==> src/rtl/demux4_5bits_fifo.sv <==
// demux4_5bits_fifo: steers each input word into one of four per-channel FIFOs, each drained by its own valid/ready handshake
module demux4_5bits_fifo #(
    parameter int WIDTH = 5,
    parameter int DEPTH = 2,
    parameter int CNTW  = 8
) (
    input  logic               clk,
    input  logic               rst_n,
    input  logic               in_valid,
    output logic               in_ready,
    input  logic [WIDTH-1:0]   in_data,
    input  logic [1:0]         in_sel,
    output logic [3:0]         out_valid,
    input  logic [3:0]         out_ready,
    output logic [4*WIDTH-1:0] out_data,
    output logic [11:0]        out_count,
    output logic [CNTW-1:0]    accepted
);
    localparam int AW = $clog2(DEPTH);
    localparam logic [2:0] FULL = 3'(DEPTH);
    logic [3:0] full;
    logic       push;
    assign in_ready = !full[in_sel];
    assign push = in_valid && in_ready;
    always_ff @(posedge clk)
        accepted <= !rst_n ? '0 : accepted + CNTW'(push);
    for (genvar i = 0; i < 4; i++) begin : g_ch
        logic [WIDTH-1:0] mem [DEPTH];
        logic [AW-1:0]    wp, rp;
        logic [2:0]       cnt;
        logic             pu, po;
        assign pu = push && in_sel == 2'(i);
        assign po = out_valid[i] && out_ready[i];
        assign full[i] = cnt == FULL;
        assign out_valid[i] = cnt != '0;
        assign out_data[i*WIDTH +: WIDTH] = out_valid[i] ? mem[rp] : '0;
        assign out_count[i*3 +: 3] = cnt;
        // Storage is deliberately left out of reset; the pointers alone define contents.
        always_ff @(posedge clk)
            if (rst_n && pu) mem[wp] <= in_data;
        always_ff @(posedge clk) begin
            if (!rst_n) begin
                wp  <= '0;
                rp  <= '0;
                cnt <= '0;
            end else begin
                wp  <= wp + AW'(pu);
                rp  <= rp + AW'(po);
                cnt <= cnt + 3'(pu) - 3'(po);
            end
        end
    end
endmodule

==> config.mk <==
export PLATFORM = sky130hd
export DESIGN_NAME = demux4_5bits_fifo
export DESIGN_NICKNAME = d
export VERILOG_FILES = /design/src/rtl/demux4_5bits_fifo.sv
export SDC_FILE = /design/constraint.sdc
export NUM_CORES = 1
export LEC_CHECK = 0
export ABC_AREA = 1
export CAP_MARGIN = 20
export CORE_MARGIN = 1
export CORE_UTILIZATION = 30
export DETAILED_ROUTE_END_ITERATION = 10
export MAX_ROUTING_LAYER = met4
export SYNTH_ARGS = -nofsm -noshare
export SYNTH_HDL_FRONTEND = slang
export SYNTH_SLANG_ARGS = --single-unit
==> constraint.sdc <==
create_clock -name clk -period 4.85 [get_ports clk]
set_input_delay 1.2125 -clock clk [delete_from_list [all_inputs] [get_ports clk]]
set_output_delay 1.2125 -clock clk [all_outputs]
set_load 0.03 [all_outputs]
-- Word level (Yosys, flattened, before mapping)
Memory sizes are Yosys's and may differ from the RTL's. A register that Yosys moved wholly into a read port is not among the register bits.
Index checks and enable logic that the tools add are counted.
- bits in registers: 28
- RAM bits: 40
- logic and storage cells: 79
- memories kept: 4
- add/subtract/negate cells: 17
- order comparisons: 1
- eq/ne operators: 7
- mux-type cells: 18
- reductions and logical operators: 19
- memories (memory ; words ; bits a word ; rd ports ; clocked after memory_dff ; write ports ; line ; text):
    g_ch[0].mem ; 2 ; 5 ; 1 ; 1 ; 1 ; 28 ; logic [WIDTH-1:0] mem [DEPTH];
    g_ch[1].mem ; 2 ; 5 ; 1 ; 1 ; 1 ; 28 ;
    g_ch[2].mem ; 2 ; 5 ; 1 ; 1 ; 1 ; 28 ;
    g_ch[3].mem ; 2 ; 5 ; 1 ; 1 ; 1 ; 28 ;
- operator list (cell ; count):
    5-bit two-way mux ; 4
    1-bit logical AND ; 13
    1-bit two-way mux ; 13
    3-bit by 1-bit adder with 3-bit output ; 4
    3-bit by 2-bit equality test with 1-bit output (second input constant) ; 4
    3-bit nonzero test ; 4
    3-bit by 1-bit subtractor with 3-bit output ; 4
    1-bit adder ; 8
    8-bit by 1-bit adder with 8-bit output ; 1
    2-bit equality test (second input constant) ; 2
    2-bit by 3-bit less-than comparator with 1-bit output (second input constant) ; 1
    1-bit binary-select mux with 2-bit select ; 1
    2-bit by 1-bit equality test with 1-bit output (second input constant) ; 1
    2-bit logical NOT ; 1
    1-bit logical NOT ; 1

-- Depth between registers and ports, before layout
- depth after elaboration: 9
- depth in mapped cells: 14
- mapped depth without buffers: 14

-- Worst setup path after synthesis
No wires, ideal clock.
- path kind: input -> register
- from: input port in_sel[1]
- to: register g_ch[1].cnt[2]
- library setup time: 120 ps
- data arrival time: 2892 ps
- required time: 4730 ps
- setup slack: 1838 ps
- cell stages on the path: 13
- cells stage by stage: nand2_1 > inv_1 > nand3_1 > nand2_2 > nor2_8 > nand3_2 > ha_1 > inv_1 > ha_1 > inv_1 > fa_1 > o21ai_0 > a21oi_1
- word-level cells in the longest chain between the ends: 7
- elaborated cells on any way between the ends: 8
- RTL lines (what ; line ; text):
    start, declared ; 12 ; input logic [1:0] in_sel,
    1-bit binary-select mux with 2-bit select ; 23 ; assign in_ready = !full[in_sel];
    1-bit two-way mux (implied by the code) ; 23 ;
    1-bit logical NOT ; 23 ;
    net in_ready ; 10 ; output logic in_ready,
    1-bit logical AND ; 24 ; assign push = in_valid && in_ready;
    1-bit logical AND ; 32 ; assign pu = push && in_sel == 2'(i);
    3-bit by 1-bit adder with 3-bit output ; 49 ; cnt <= cnt + 3'(pu) - 3'(po);
    3-bit by 1-bit subtractor with 3-bit output ; 49 ;
    end signal, assigned ; 49 ;
    end, declared ; 30 ; logic [2:0] cnt;
The timed path passes the listed nets, and every way through them passes these cells. The select of a mux whose other input is x is not followed.
A chain may end at the register's enable or synchronous reset.

-- Worst setup path in the final report
- from: input port in_sel[1]
- to: output port in_ready
- word-level cells in the longest chain between the ends: 3
- RTL lines (what ; line):
    1-bit binary-select mux with 2-bit select ; 23
    1-bit two-way mux (implied by the code) ; 23
    1-bit logical NOT ; 23
    end, declared ; 10
No other way between the ends. The select of a mux whose other input is x is not followed.

==> reports/metrics.yaml <==
nets: 391
cts_hold_buf: 0
io_buffers: 58
yosysSeqAreaShare_pct: 58.5
required_ps: 3640
cts_tree: "done"
vias: 2107
syn_inst: 298
p_per_area_nw_per_um2: 630
grt_pass1_wl_um: 10200
clk_pin_slew_worst_paths_ps: 80
gp_congestion: 0.735
placed_area_um2: 3880
worst_slew_pin_slew_ps: 615
layout_common_cells: "inv_1 (59), clkdlybuf4s50_1 (58), nand2_1 (51), edfxtp_1 (40)"
peakVddDrop_mv: 0.310
area_growth_pct: 29.8
core_area_um2: 10200
crit_fanout: 9
timing.fmax_ghz: 0.239
multiInputGateArea_um2: 1060
dr.pass1.iters: 6
wl_per_cell_um: 12.5
syn-mean-instance-area_um2: 10.6
slew_viol_final: 0
fin_crit_ps: 4180
post_cts_buffers: 0
tns_ps: 0
critPathCaptureType: "primary output"
layout_commonest_cell: "inv_1"
ant_nets: 0
yosysWarnings: 0
grt_pass1_vias: 2069
rsz0062_at_grt: "false"
cts-resized-gates: 0
hpwl_um: 4600
routed_wl_um: 6320
die_area_um2: 10900
critPathArrivalTime_ps: 2970
drc: 0
drive_gt1_share_pct: 13.0
hp-class: "flip-flop to flip-flop"
rr_worst_depth: 11
ioPinCount: 59
hold_viol: 0
drtIter0Drc: 72
worstSetupPathType: "primary input to primary output"
timing.final.crit_share_pct: 86.3
antenna_found_initial: 0
synthesis.nets: 326
design_area_um2: 4090
n_fill_cell: 1010
hold_slack_ps: 499
setup_viol: 0
std_cell_rows: 37
antenna_cells: 0
startpoint_type: "primary input"
syn_area_um2: 3150
clockBufferDepth: 2
timing.slew.headroom_pct: 59.0
clock_sink_count: 72
grt_max_degree: 21
track_usage_pct: 12.8
h-tree-depth: 3
cts_root_buffer: "clkbuf_8"
maxCapViolCount: 0
clk_latency_ps: 350
vias_per_cell: 4.18
synth_seq_cells: 72
power_leakage_nw: 1.83
fp.dieW_um: 104
initial_core_util_pct: 30.8
die_h_um: 104
cts_buffers: 9
overflow: 0
yosys.cell_types.count: 23
hold_depth: 2
status: "complete, no violations"
clock-skew-final_ps: 10.8
ff_latch_area_um2: 1840
## metal layers
metal / track usage (%) / part of all wire (%) / up-vias
li1: - / - / 1073
met1: 16.4 / 50 / 976
met4: 4.29 / 1.2 / 0
met5: - / 0 / -
met3: 3.95 / 4.1 / 8
met2: 19.0 / 45 / 50
## critical path, cell delays in order
cell and delay (ps):
clkdlybuf4s50_1 500, nand2_1 110, inv_1 70, nand3_1 80
nand2_2 100, nor2_8 190, clkdlybuf4s50_1 710
## layout make-up
type,instances,share of cell area (%)
multi-input cells,161,25.9
inverters,60,5.51
repair buffers,59,14.4
clock inverters,7,1.93
well taps,136,4.16
clock buffers,9,3.03
flip-flops and latches,72,45.1
## path summary, 6_finish.rpt
path	slack, ps	endpoint	startpoint
min reg2reg	500	flip-flop	g_ch[2].rp$_SDFF_PN0_
min	500	flip-flop	g_ch[2].rp$_SDFF_PN0_
max reg2reg	2560	g_ch[3].cnt[2]$_SDFF_PN0_	g_ch[3].cnt[2]$_SDFF_PN0_
max	670	in_ready	in_sel[1]
## power by group
group	total, W	internal (W)	switching, W
Sequential	0.000830	0.000737	0.0000931
Clock	0.000481	0.000243	0.000239
Combinational	0.00126	0.000515	0.000749
Total	0.00257	0.00149	0.00108
## sequential cells by signal, summed over array words and instances, names as in the netlist, named ones only
signal and cells:
g_ch.rp 4, accepted 8, g_ch.cnt 12, g_ch.mem 40
g_ch.wp 4
## kinds of logic after synthesis
| kind of cell | share of synthesized area (%) |
|---|---|
| AO/OA/AOI/OAI | 1.11 |
| XOR/XNOR | 3.62 |
| adder cells (fa/ha/maj) | 6.52 |
| buffers and inverters | 7.87 |
| flip-flops | 58.5 |
| multiplexers | 7.15 |
| AND/OR/NAND/NOR | 15.3 |
## Yosys cell counts (all sizes together)
library cell	instances	area (µm²)
nand3	11	75.1
nor3b	1	7.51
fa	4	80.1
o21ai	3	15.0
edfxtp	40	1200
mux2	20	225
nand2	53	204
nor3	2	10.0
xor2	11	96.3
buf	3	15.0
a21oi	4	20.0
nor2	36	159
dfxtp	32	641
ha	10	125
xnor2	2	17.5
nand4	4	25.0
clkbuf	2	7.51
inv	60	225
## stage by stage
step           utilization, %  cells  power (W)  worst slack, ps
2_1_floorplan               -    298    0.00163             1840
3_3_place_gp             38.0    488    0.00211              692
3_5_place_dp             38.0    488    0.00212              669
4_1_cts                  40.0    504    0.00262              663
5_1_grt                  40.0    504    0.00275              560
6_report                 40.0    504    0.00257              666
No activity file was read; power rests on OpenSTA's default activity.
